==> config.mk <==
export PLATFORM = sky130hd
export DESIGN_NAME = rv32v_mem_sequencer
export DESIGN_NICKNAME = d
export VERILOG_FILES = /design/src/rtl/rv32i_types_pkg.sv /design/src/rtl/rv32v_types_pkg.sv /design/src/rtl/rv32v_mem_addr_gen.sv /design/src/rtl/rv32v_mem_sequencer.sv
export SDC_FILE = /design/constraint.sdc
export NUM_CORES = 1
export LEC_CHECK = 0
export CAP_MARGIN = 15
export CORE_UTILIZATION = 39
export CTS_CLUSTER_SIZE = 8
export DETAILED_ROUTE_END_ITERATION = 12
export PLACE_DENSITY = 0.68
export REMOVE_ABC_BUFFERS = 1
export SLEW_MARGIN = 20
export SYNTH_ARGS = -nofsm -noshare
export SYNTH_HDL_FRONTEND = slang
export SYNTH_SLANG_ARGS = --single-unit
==> constraint.sdc <==
create_clock -name CLK -period 8.7 [get_ports CLK]
set_clock_uncertainty 0.05 [all_clocks]
set_input_delay 1.74 -clock CLK [delete_from_list [all_inputs] [get_ports CLK]]
set_output_delay 1.74 -clock CLK [all_outputs]
set_load 0.03 [all_outputs]
==> src/rtl/rv32i_types_pkg.sv <==
// Scalar RV32I types shared with the LSC interface.
package rv32i_types_pkg;

    typedef enum logic [2:0] {
        LB  = 3'b000,
        LH  = 3'b001,
        LW  = 3'b010,
        LBU = 3'b100,
        LHU = 3'b101
    } load_t;

endpackage

==> src/rtl/rv32v_types_pkg.sv <==
// Vector memory sequencer types: FSM states and element width.
package rv32v_types_pkg;

    typedef enum logic [1:0] {
        IDLE   = 2'd0,
        ACCESS = 2'd1,
        DONE   = 2'd2,
        FAULT  = 2'd3
    } mem_seq_state_t;

    typedef enum logic [1:0] {
        SEW_E8  = 2'b00,
        SEW_E16 = 2'b01,
        SEW_E32 = 2'b10,
        SEW_RSV = 2'b11
    } sew_t;

    // The reserved encoding behaves as e32.
    function automatic sew_t norm_sew(input logic [1:0] s);
        return (s == 2'b11) ? SEW_E32 : sew_t'(s);
    endfunction

endpackage

==> src/rtl/rv32v_mem_addr_gen.sv <==
// Element address accumulator, SEW alignment check and register/element split.
module rv32v_mem_addr_gen
    import rv32v_types_pkg::*;
#(
    parameter int VLEN = 128,
    parameter int VLW  = 8
) (
    input  logic           CLK,
    input  logic           RST,
    input  logic           i_load,
    input  logic           i_advance,
    input  logic [31:0]    i_base,
    input  logic [31:0]    i_stride,
    input  logic           i_strided,
    input  logic [1:0]     i_sew,
    input  logic [4:0]     i_vd,
    output logic [31:0]    o_addr,
    output logic [VLW-1:0] o_idx,
    output logic           o_misaligned,
    output sew_t           o_sew,
    output logic [4:0]     o_vreg,
    output logic [VLW-1:0] o_eidx
);

    localparam int EPR_LOG2_E8 = $clog2(VLEN / 8);

    logic [31:0]    r_addr;
    logic [31:0]    r_stride;
    logic           r_strided;
    sew_t           r_sew;
    logic [4:0]     r_vd;
    logic [VLW-1:0] r_idx;

    logic [31:0]    w_step;
    logic [2:0]     w_shift;

    always_ff @(posedge CLK or posedge RST) begin
        if (RST) begin
            r_addr    <= '0;
            r_stride  <= '0;
            r_strided <= 1'b0;
            r_sew     <= SEW_E32;
            r_vd      <= '0;
            r_idx     <= '0;
        end else if (i_load) begin
            r_addr    <= i_base;
            r_stride  <= i_stride;
            r_strided <= i_strided;
            r_sew     <= norm_sew(i_sew);
            r_vd      <= i_vd;
            r_idx     <= '0;
        end else if (i_advance) begin
            r_addr    <= r_addr + w_step;
            r_idx     <= r_idx + VLW'(1);
        end
    end

    assign w_step  = r_strided ? r_stride : (32'd1 << r_sew);
    // Elements per register is VLEN/(8<<sew), so the split is a shift and a mask.
    assign w_shift = 3'(EPR_LOG2_E8) - 3'(r_sew);

    always_comb begin
        o_misaligned = 1'b0;
        unique case (r_sew)
            SEW_E8:  o_misaligned = 1'b0;
            SEW_E16: o_misaligned = r_addr[0];
            default: o_misaligned = |r_addr[1:0];
        endcase
    end

    assign o_addr = r_addr;
    assign o_idx  = r_idx;
    assign o_sew  = r_sew;
    assign o_vreg = r_vd + 5'(r_idx >> w_shift);
    assign o_eidx = r_idx & ((VLW'(1) << w_shift) - VLW'(1));

endmodule

==> src/rtl/rv32v_mem_sequencer.sv <==
// Vector load/store sequencer: splits one vector memory instruction into
// per-element LSC accesses and moves element data to/from the VRF.
module rv32v_mem_sequencer
    import rv32i_types_pkg::*;
    import rv32v_types_pkg::*;
#(
    parameter  int VLEN     = 128,
    parameter  int MAX_LMUL = 8,
    localparam int VLMAX    = VLEN * MAX_LMUL / 8,
    localparam int VLW      = $clog2(VLMAX) + 1
) (
    input  logic             CLK,
    input  logic             RST,
    input  logic             start,
    input  logic             is_store,
    input  logic             strided,
    input  logic [1:0]       sew,
    input  logic [VLW-1:0]   vl,
    input  logic [31:0]      base_addr,
    input  logic [31:0]      stride,
    input  logic [4:0]       vd,
    input  logic             mask_en,
    input  logic [VLMAX-1:0] vmask,
    input  logic [31:0]      vrf_rdata,
    input  logic [31:0]      dload_ext,
    input  logic             lsc_stall,
    input  logic             fence_stall,
    output logic             wen,
    output logic             ren,
    output logic [31:0]      addr,
    output logic [31:0]      store_data,
    output load_t            load_type,
    output logic             ifence,
    output logic             vrf_wen,
    output logic [4:0]       vrf_vreg,
    output logic [VLW-1:0]   vrf_eidx,
    output logic [31:0]      vrf_wdata,
    output logic             busy,
    output logic             done,
    output logic             fault,
    output logic [VLW-1:0]   fault_idx
);

    localparam int IW = $clog2(VLMAX);

    mem_seq_state_t   r_state, w_next;
    logic             r_is_store;
    logic             r_mask_en;
    logic [VLW-1:0]   r_vl;
    logic [VLMAX-1:0] r_vmask;
    logic [VLW-1:0]   r_fault_idx;

    logic [31:0]      w_addr;
    logic [VLW-1:0]   w_idx;
    logic             w_misaligned;
    sew_t             w_sew;
    logic             w_accept, w_access, w_skip, w_req, w_complete;
    logic             w_advance, w_last, w_fault_hit;

    rv32v_mem_addr_gen #(.VLEN(VLEN), .VLW(VLW)) u_addr_gen (
        .CLK         (CLK),
        .RST         (RST),
        .i_load      (w_accept),
        .i_advance   (w_advance),
        .i_base      (base_addr),
        .i_stride    (stride),
        .i_strided   (strided),
        .i_sew       (sew),
        .i_vd        (vd),
        .o_addr      (w_addr),
        .o_idx       (w_idx),
        .o_misaligned(w_misaligned),
        .o_sew       (w_sew),
        .o_vreg      (vrf_vreg),
        .o_eidx      (vrf_eidx)
    );

    // Priority per element: mask skip, then alignment fault, then fence hold.
    assign w_accept    = (r_state == IDLE) && start;
    assign w_access    = (r_state == ACCESS);
    assign w_skip      = r_mask_en && !r_vmask[w_idx[IW-1:0]];
    assign w_fault_hit = w_access && !w_skip && w_misaligned;
    assign w_req       = w_access && !w_skip && !w_misaligned && !fence_stall;
    assign w_complete  = w_req && !lsc_stall;
    assign w_advance   = w_access && (w_skip || w_complete);
    assign w_last      = (w_idx == r_vl - VLW'(1));

    always_ff @(posedge CLK or posedge RST) begin
        if (RST) begin
            r_state <= IDLE;
        end else begin
            r_state <= w_next;
        end
    end

    always_comb begin
        w_next = r_state;
        unique case (r_state)
            IDLE:    if (start) w_next = (vl == '0) ? DONE : ACCESS;
            ACCESS:  if (w_fault_hit) w_next = FAULT;
                     else if (w_advance && w_last) w_next = DONE;
            default: w_next = IDLE;
        endcase
    end

    always_ff @(posedge CLK or posedge RST) begin
        if (RST) begin
            r_is_store  <= 1'b0;
            r_mask_en   <= 1'b0;
            r_vl        <= '0;
            r_vmask     <= '0;
            r_fault_idx <= '0;
        end else if (w_accept) begin
            r_is_store  <= is_store;
            r_mask_en   <= mask_en;
            r_vl        <= vl;
            r_vmask     <= vmask;
            r_fault_idx <= '0;
        end else if (w_fault_hit) begin
            r_fault_idx <= w_idx;
        end
    end

    always_comb begin
        ren        = w_req && !r_is_store;
        wen        = w_req && r_is_store;
        addr       = w_access ? w_addr : '0;
        store_data = '0;
        load_type  = LW;
        ifence     = 1'b0;
        vrf_wen    = w_complete && !r_is_store;
        vrf_wdata  = '0;
        busy       = (r_state != IDLE);
        done       = (r_state == DONE);
        fault      = (r_state == FAULT);
        fault_idx  = r_fault_idx;
        unique case (w_sew)
            SEW_E8:  load_type = LBU;
            SEW_E16: load_type = LHU;
            default: load_type = LW;
        endcase
        if (wen) begin
            unique case (w_sew)
                SEW_E8:  store_data = {24'b0, vrf_rdata[7:0]};
                SEW_E16: store_data = {16'b0, vrf_rdata[15:0]};
                default: store_data = vrf_rdata;
            endcase
        end
        if (vrf_wen) vrf_wdata = dload_ext;
    end

endmodule

==> metrics, run 1 <==
first-pass GRT wire length=70800 µm; Crit path arrival time=4.80 ns; dpl ws=2.56 ns; min-delay src=u_addr_gen.r_stride[22]; share of cells above drive strength 1=6.35%; CTS Buf Count=34; antenna viol nets, final=0; Die Width=186 µm; CP max stage cell=dfrtp_2; total gr overflow=0; startpoint class of the critical path=register; Achievable Freq=0.152 GHz; register bit count reported by yosys=228; Reg2Reg Launch Point=u_addr_gen.o_sew[0]; Cell Rows=67; yosys warns=0; post-DR vias/cell=5.24; Comb power frac=51.4%; Hold Crit Class=reg2reg; Crit path required time=6.91 ns; EDFF count, synth=0; Crit Path Class=reg2out; fin area=0.0186 mm²; Worst path max stage delay=0.68 ns; crit path capture type=output port; Max FO, Critical Path=33; vias in the first global route=12700; CTS Hold Bufs=0; Slew Viols, Final=0; outcome=finished, final reports clean; crit path cell chain=buf_4 -> mux4_2 -> mux2i_1 -> o22ai_1 -> a22oi_1 -> o211ai_2 -> a21oi_1 -> nor3b_2 -> buf_4 -> and3_1 -> clkdlybuf4s50_1; post-synth top area cell=dfrtp_1; post-CTS setup buffer count=0; unrepaired setup endpoints after global routing=no; post_cts resized=0; Pre-antenna DRT Iters=7; most frequent cell after synthesis=nand2_1; top cell family by delay on the critical path=buffers and inverters; Crit path top cell by count=buf_4; Syn Std Cell Area=0.0133 mm²; area grow syn2layout=40.2%; post-synth top area share=42.8%; final worst path period need=6.59 ns; Pleak=8.58 nW; Finished Core Util=55.5%; register area=0.00571 mm²; CTS tree=built; clock buffer depth=3; Clk pwr share=18.8%; max cap viols=0; fin crit share=75.8%; die footprint=0.0347 mm²; power density over the cells=341 mW/mm²; setup TNS=0 ns; clock root cell=clkbuf_16; GRT Overall Usage=25.9%; FFs w/ async S/R, synth=100%; top_reg_cell synth=dfrtp_1; maximum vdd ir drop=0.000216 V; drt drc=0; Sequential Power Share=29.8%; DR vias=12300; area of the multi-input gates=0.00708 mm²; CTS H-tree depth=2; Setup WS post-layout=2.11 ns; crit path from=u_addr_gen.o_idx[0]; Syn Area/Cell=8.64 µm²; port bufs=404; DP Area=0.0176 mm²; Area contributors post-synth=dfrtp_1, nand2_1, mux4_2, and2_1, ha_1; antenna violations before repair=2; P_sw=2.67 mW; clock-pin slew on the worst setup and hold paths=0.06 ns; WL/cell=19.0 µm; Core Footprint=0.0335 mm²; routability cong.=0.890; Clock Latency Late Sink=0.52 ns; initial core utilization=39.5%; DR iter-0 viols=791; clock sinks=228; Die Height=186 µm; total power draw=6.34 mW; Filler Cell Count=3014; worst rel slew slack=35.6%; Total Wirelength=44900 µm; post-DP HPWL=33100 µm; Int Pwr=3.68 mW; NumNets Final=2224; Commonest cells post-synth=nand2_1, dfrtp_1, and2_1; largest net degree at the start of global routing=220; Post-Syn Instances=1534; worst slew pin tran=0.966 ns; sequential cell area fraction in the yosys report=43.0%; Yosys cell types=67; Buffers & Inverters on Critical Path=3; final hold viol count=0; switch share=42.0%; final setup fails=0; IO Count=406
-- final timing paths --
kind | cells past startpoint | slack (ns) | to
worst max-delay path | 11 | 2.11 | store_data[17]
worst min-delay path | 2 | 0.41 | u_addr_gen.r_stride[22]
worst max register to register | 15 | 3.82 | u_addr_gen.o_addr[28]
worst min register to register | 2 | 0.41 | u_addr_gen.r_stride[22]
max in group asynchronous | 4 | 5.86 | u_addr_gen.o_sew[1]
min in group asynchronous | 2 | 1.65 | r_vmask[100]
-- cells in the final DEF, fill, tap and decap left out, types with 8 or more instances in the layout --
cell,instances
dfrtp_1,226
nor3_1,13
a21oi_1,34
and3_1,30
a21o_1,12
o22ai_1,9
inv_1,28
mux4_2,36
nor2_1,34
clkbuf_16,34
buf_4,11
xnor2_1,32
o221a_2,10
o21ai_0,52
nand3_1,19
clkdlybuf4s50_1,404
o21a_1,10
nand2_1,586
mux2i_1,22
ha_1,45
xor2_1,11
nand3b_1,8
and2_1,105
-- per-stage QoR --
stage,hold WS [ns],std cells
2_1_floorplan,0.387,1444
6_report,0.410,2356
5_1_grt,0.437,2355
3_3_place_gp,0.400,2309
4_1_cts,0.417,2352
3_5_place_dp,0.404,2309
-- power by group through the flow --
stage	Clock, mW	Sequential, mW	Combinational, mW
after floorplan	0	1.81	2.36
final	1.19	1.89	3.26
after global placement	0	1.88	3.18
after detailed placement	0	1.90	3.26
after CTS	1.21	1.89	3.27
after global routing	1.26	1.95	3.60
-- final cells by class --
type / instances / share of cell area (%)
Antenna cell: 3 / 0.0404
Clock buffer: 39 / 4.68
Tap cell: 448 / 3.01
Clock inverter: 4 / 0.343
Multi-Input combinational cell: 1185 / 38.1
Inverter: 31 / 0.666
Sequential cell: 228 / 30.7
Timing Repair Buffer: 418 / 22.5
-- registers in the layout, indices dropped and copies added, names as in the netlist --
name / flops
r_vl: 8
r_is_store: 1
r_state: 2
r_vmask: 128
u_addr_gen.o_addr: 32
fault_idx: 8
u_addr_gen.r_vd: 5
u_addr_gen.o_sew: 2
u_addr_gen.r_stride: 32
u_addr_gen.r_strided: 1
u_addr_gen.o_idx: 8
r_mask_en: 1
-- logic make-up after synthesis --
group / share of synthesized area [%]
simple gates: 27.6
other cells: 0.0283
mux: 8.11
buf+inv: 3.76
compound gates: 10.0
flops: 43.0
fa+ha+maj: 4.55
xor+xnor: 2.84
-- layer usage --
metal	GRT usage (%)	vias to the layer above	wire (µm)
li1	-	5863	-
met3	4.23	101	2590
met5	0	-	0
met1	34.0	5891	19200
met4	10.7	0	1820
met2	42.5	491	21300
-- tightest hold or removal path: stages (launching register included) --
cell and delay, ns:
dfrtp_1 0.33, nand2_1 0.05, nand2_1 0.05
Power figures use the tool's default switching activity.
==> run 2, diff against run 1 <==
--- a/config.mk
+++ b/config.mk
@@ -9,7 +9,7 @@
 export CORE_UTILIZATION = 39
 export CTS_CLUSTER_SIZE = 8
 export DETAILED_ROUTE_END_ITERATION = 12
-export PLACE_DENSITY = 0.68
+export PLACE_DENSITY = 0.7
 export REMOVE_ABC_BUFFERS = 1
 export SLEW_MARGIN = 20
 export SYNTH_ARGS = -nofsm -noshare
==> constraint.sdc (replaced) <==
create_clock -name CLK -period 5.7 [get_ports CLK]
set_clock_uncertainty 0.05 [all_clocks]
set_input_delay 1.14 -clock CLK [delete_from_list [all_inputs] [get_ports CLK]]
set_output_delay 1.14 -clock CLK [all_outputs]
set_load 0.03 [all_outputs]
==> run 2 against run 1 <==
Against the previous run: register-to-register slack got worse by 2.7 ns; via count fell by 0.79%; final area rose by 2.0%.
==> metrics, run 2 (synthesized netlist as in run 1, its figures left out) <==
CTS Buf Count=34 (unchanged); crit path cell chain=inv_1 -> ha_2 -> mux4_2 -> mux2_2 -> ha_1 -> inv_1 -> fa_1 -> inv_1 -> a21o_1 -> a21oi_1 -> xor2_1 -> xnor2_1 -> dlygate4sd2_1; Finished Core Util=56.5% (+1.1 points); Achievable Freq=0.186 GHz; CTS Hold Bufs=0 (unchanged); final worst path period need=5.38 ns; DP Area=0.0180 mm² (+2.2%); crit path capture type=output port; outcome=finished, final reports clean; worst rel slew slack=38.3% (+2.8 points); DR iter-0 viols=810 (+2.4%); clock root cell=clkbuf_16; die footprint=0.0347 mm² (unchanged); Biggest register=r_vmask; total power draw=9.80 mW (+54%); fin crit share=94.3%; fin area=0.0190 mm² (+2.0%); CP max stage cell=dfstp_2; Pre-antenna DRT Iters=5 (-2); worst slew pin tran=0.902 ns (-0.0647 ns); Die Width=186 µm (unchanged); CTS H-tree depth=2 (unchanged); Crit Path Class=reg2out; CTS tree=built; power density over the cells=517 mW/mm² (+51%); final hold viol count=0 (unchanged); Clock Latency Late Sink=0.52 ns (about the same); R2R Setup Slk=1.17 ns (-2.65 ns); DR vias=12200 (-0.79%); Core Footprint=0.0335 mm² (unchanged); Slew Viols, Final=0 (unchanged); Total Wirelength=45500 µm (+1.5%); area grow syn2layout=43.0%; max reg flops=128 (unchanged); final setup fails=0 (unchanged); vias in the first global route=12200 (-4.0%); IO Count=406 (unchanged); total gr overflow=0 (unchanged); Crit path arrival time=4.19 ns (-0.61 ns); Pleak=8.83 nW (+3.0%); Setup WS post-layout=0.322 ns (-1.78 ns); maximum vdd ir drop=0.000251 V (+16%); unrepaired setup endpoints after global routing=no; post-DR vias/cell=5.17 (-1.3%); commonest non-fill, non-tap cell in the layout=nand2_1; clock sinks=228 (unchanged); Max FO, Critical Path=15 (-55%); Worst path max stage delay=0.66 ns (-0.02 ns); most frequent cells in the layout=nand2_1, clkdlybuf4s50_1, dfrtp_1, and2_1, o21ai_0; initial core utilization=39.5% (unchanged); max cap viols=0 (unchanged); first-pass GRT wire length=70500 µm (-0.45%); area of the multi-input gates=0.00709 mm² (+0.25%); antenna viol nets, final=0 (unchanged); Cell Rows=67 (unchanged); GRT Overall Usage=26.0% (+0.12 points); Crit path required time=4.51 ns (-2.40 ns); antenna violations before repair=7 (+5); Crit path top cell by count=inv_1; largest net degree at the start of global routing=131 (-40%); routability cong.=0.886 (-0.52%); Filler Cell Count=3032 (+0.60%); post-DP HPWL=33700 µm (+2.1%); Hold Crit Class=reg2reg; drt drc=0 (unchanged); startpoint class of the critical path=register; share of cells above drive strength 1=9.72% (+3.4 points); NumNets Final=2234 (+0.45%); register area=0.00571 mm² (unchanged); port bufs=404 (unchanged); WL/cell=19.2 µm (+0.97%); Die Height=186 µm (unchanged); clock-pin slew on the worst setup and hold paths=0.05 ns (about the same); clock buffer depth=3 (unchanged); setup TNS=0 ns (unchanged); post-CTS setup buffer count=0 (unchanged); dpl ws=0.491 ns (-2.07 ns)
==> run 2: per-stage QoR <==
stage | hold slack (ns) | instances
detailed placement | 0.406 | 2320
global route | 0.436 | 2368
floorplan | 0.387 | 1444
CTS | 0.419 | 2362
finish | 0.414 | 2368
global placement | 0.401 | 2320
==> run 2: routing by layer <==
metal / up-vias / track usage, % / wire length, µm
met5: - / 0 / 10
met4: 2 / 8.80 / 1370
met3: 71 / 4.29 / 2800
met2: 443 / 43.2 / 22000
met1: 5860 / 34.4 / 19400
li1: 5872 / - / -
==> run 2: critical path, delay by kind of cell (launching register included) <==
| kind | cells | cell delay (ns) |
|---|---|---|
| xor+xnor | 2 | 0.31 |
| compound gates | 2 | 0.33 |
| fa+ha+maj | 3 | 0.88 |
| buf+inv | 4 | 0.68 |
| mux | 2 | 0.81 |
| flops | 1 | 0.66 |
==> run 2: final timing paths <==
kind / start / endpoint / cells after the start
max in group asynchronous: RST / u_addr_gen.o_idx[7] / 3
max reg2reg: u_addr_gen.o_sew[1] / u_addr_gen.o_addr[28] / 15
max: u_addr_gen.o_sew[1] / vrf_vreg[4] / 13
min in group asynchronous: RST / r_vmask[41] / 2
min reg2reg: u_addr_gen.r_stride[20] / u_addr_gen.r_stride[20] / 2
min: u_addr_gen.r_stride[20] / u_addr_gen.r_stride[20] / 2
==> run 2: area by class of cell <==
cell class / count / share of cell area, %
Multi-Input combinational cell: 1185 / 37.4
Sequential cell: 228 / 30.1
Timing Repair Buffer: 428 / 23.9
Clock buffer: 38 / 4.57
Tap cell: 448 / 2.96
Inverter: 31 / 0.653
Clock inverter: 4 / 0.337
Antenna cell: 6 / 0.0792
==> run 2: where the power goes <==
group          internal [mW]  total, mW  switching (mW)
clock network           1.08       1.81           0.737
logic                   2.24       5.09            2.85
registers               2.36       2.90           0.540
total                   5.68       9.80            4.12
==> run 2: repair_timing <==
action	in CTS	in global routing
pin swaps	0	0
resized for setup	2	2
setup endpoints to repair	1	12
gates cloned	0	0
==> run 3, diff against run 2 <==
--- a/config.mk
+++ b/config.mk
@@ -10,7 +10,6 @@
 export CTS_CLUSTER_SIZE = 8
 export DETAILED_ROUTE_END_ITERATION = 12
 export PLACE_DENSITY = 0.7
-export REMOVE_ABC_BUFFERS = 1
 export SLEW_MARGIN = 20
 export SYNTH_ARGS = -nofsm -noshare
 export SYNTH_HDL_FRONTEND = slang
==> run 3 against run 2 <==
Against the previous run: final area down 1.7%; critical endpoint is now store_data[19]; power down 1.0%; critical path depth down 2; cell count down 0.21%; sequential power about the same; worst setup slack better by 0.081 ns; largest cell class unchanged; die area unchanged; maximum frequency up 1.5%; register-to-register slack about the same.
==> metrics, run 3 (synthesized netlist as in run 1, its figures left out) <==
fin crit share=92.9% (-1.4 points); post-DP HPWL=30700 µm (-9.1%); CTS Hold Bufs=0 (unchanged); final setup fails=0 (unchanged); clock buffer depth=3 (unchanged); power density over the cells=520 mW/mm² (+0.68%); first-pass GRT wire length=66600 µm (-5.5%); Hold Crit Class=reg2reg; initial core utilization=39.5% (unchanged); NumNets Final=2233 (-0.045%); clock root cell=clkbuf_16; worst reg2reg endpoint=u_addr_gen.o_addr[30]; Die Height=186 µm (unchanged); Slew Viols, Final=0 (unchanged); worst slew pin tran=1.05 ns (+0.146 ns); GRT Overall Usage=23.8% (-2.2 points); CTS H-tree depth=2 (unchanged); WL/cell=17.4 µm (-9.3%); vias in the first global route=12400 (+2.0%); startpoint class of the critical path=register; crit path capture type=output port; CTS Buf Count=34 (unchanged); top cell family by delay on the critical path=buffers and inverters; CP max stage cell=dfrtp_4; fin area=0.0186 mm² (-1.7%); routability cong.=0.904 (+2.0%); worst rel slew slack=30.1% (-8.2 points); Buffers & Inverters on Critical Path=3 (-1); clock sinks=228 (unchanged); post-DR vias/cell=5.18 (+0.11%); antenna viol nets, final=0 (unchanged); max reg flops=128 (unchanged); Achievable Freq=0.189 GHz (+1.5%); most frequent cells in the layout=nand2_1, clkdlybuf4s50_1, dfrtp_1, and2_1, o21ai_0; die footprint=0.0347 mm² (unchanged); area grow syn2layout=40.5%; Crit path top cell by count=buf_4; DP Area=0.0177 mm² (-1.9%); Worst Reg2Reg Path Length in Cells=15 (unchanged); min-delay src=u_addr_gen.r_stride[19]; Crit path required time=4.51 ns (about the same); antenna violations before repair=2 (-5); Pre-antenna DRT Iters=6 (+1); maximum vdd ir drop=0.000231 V (-8.1%); crit path cell chain=mux4_2 -> mux2i_1 -> o22ai_1 -> a22oi_1 -> o211ai_2 -> a21oi_1 -> buf_4 -> nor3b_2 -> buf_4 -> and3_1 -> clkdlybuf4s50_1; Crit Path Class=reg2out; IO Count=406 (unchanged); Reg2Reg Launch Point=u_addr_gen.o_sew[1]; unrepaired setup endpoints after global routing=no; final worst path period need=5.30 ns (-0.0812 ns); Crit path arrival time=4.11 ns (-0.08 ns); setup TNS=0 ns (unchanged); Die Width=186 µm (unchanged); largest net degree at the start of global routing=152 (+16%); total gr overflow=0 (unchanged); DR iter-0 viols=872 (+7.7%); Total Wirelength=41200 µm (-9.5%); Clock Latency Late Sink=0.51 ns (about the same); share of cells above drive strength 1=8.05% (-1.7 points); Pleak=8.69 nW (-1.6%); post_cts resized=1 (-1); post-CTS setup buffer count=0 (unchanged); Cell Rows=67 (unchanged); max cap viols=0 (unchanged); commonest non-fill, non-tap cell in the layout=nand2_1; DR vias=12200 (-0.098%); CTS tree=built; port bufs=404 (unchanged); Biggest register=r_vmask; Worst path max stage delay=0.79 ns (+0.13 ns); Core Footprint=0.0335 mm² (unchanged); clock-pin slew on the worst setup and hold paths=0.05 ns (about the same); R2R Setup Slk=1.16 ns (about the same); Post-Syn Nets=1860; Max FO, Critical Path=33 (+18); outcome=finished, final reports clean; drt drc=0 (unchanged); hold path endpoint=u_addr_gen.r_stride[19]; hold path cells=2 (unchanged); final hold viol count=0 (unchanged)
run 3: cell count changes in the layout (fill, tap and decap cells not counted), sizes merged:
cell	delta
clkdlybuf4s50	+30
clkinv	-1
dlymetal6s2s	+1
inv	-1
bufinv	+1
dlygate4sd2	-1
buf	-31
diode	-5
clkbuf	+1
clkinvlp	+1
run 3: worst max path at each step:
stage	end	startpoint	depth (start not counted)	slack (ns)
after CTS	vrf_vreg[4]	u_addr_gen.o_sew[1]	13	0.01
after detailed placement	vrf_vreg[4]	u_addr_gen.o_sew[1]	13	0.47
after global placement	vrf_vreg[4]	u_addr_gen.o_sew[1]	13	0.53
after floorplan	vrf_vreg[4]	u_addr_gen.o_sew[0]	14	0.72
after global routing	store_data[29]	u_addr_gen.o_idx[0]	11	0.18
final	store_data[19]	u_addr_gen.o_idx[0]	11	0.40
run 3: worst min-delay path: stages, from the launching register on:
cell     delay, ns
dfrtp_1       0.33
nand2_1       0.05
nand2_1       0.06
run 3: through the flow:
step / setup slack [ns] / cells / hold slack, ns / power (mW) / utilization [%]
2_1_floorplan: 0.724 / 1534 / 0.387 / 6.32 / -
3_3_place_gp: 0.526 / 2319 / 0.402 / 7.73 / 52.7
3_5_place_dp: 0.474 / 2319 / 0.404 / 7.87 / 52.7
4_1_cts: 0.0107 / 2362 / 0.417 / 9.77 / 55.5
5_1_grt: 0.182 / 2363 / 0.440 / 10.4 / 55.6
6_report: 0.403 / 2363 / 0.416 / 9.70 / 55.6
run 3: per-layer routing:
layer	track usage [%]	vias to the layer above	part of all wire (%)
met5	0	-	0.027
met4	5.88	2	2.3
met3	3.82	67	5.4
met2	40.4	442	48
met1	31.6	5850	44
li1	-	5875	-
run 3: area by class of cell:
type                            instances  area (µm²)
Fill cell                            2971       14900
Multi-Input combinational cell       1185        7080
Sequential cell                       228        5710
Timing Repair Buffer                  427        4200
Clock buffer                           39         870
Tap cell                              448         561
Inverter                               31         120
Clock inverter                          4        88.8
Antenna cell                            1        2.50
run 3: power by group:
part | total (mW) | internal (mW) | switching, mW | leakage [nW]
Combinational | 4.93 | 2.20 | 2.73 | 5.39
Sequential | 2.92 | 2.36 | 0.567 | 2.83
Clock | 1.84 | 1.12 | 0.719 | 0.465
Total | 9.70 | 5.68 | 4.02 | 8.69
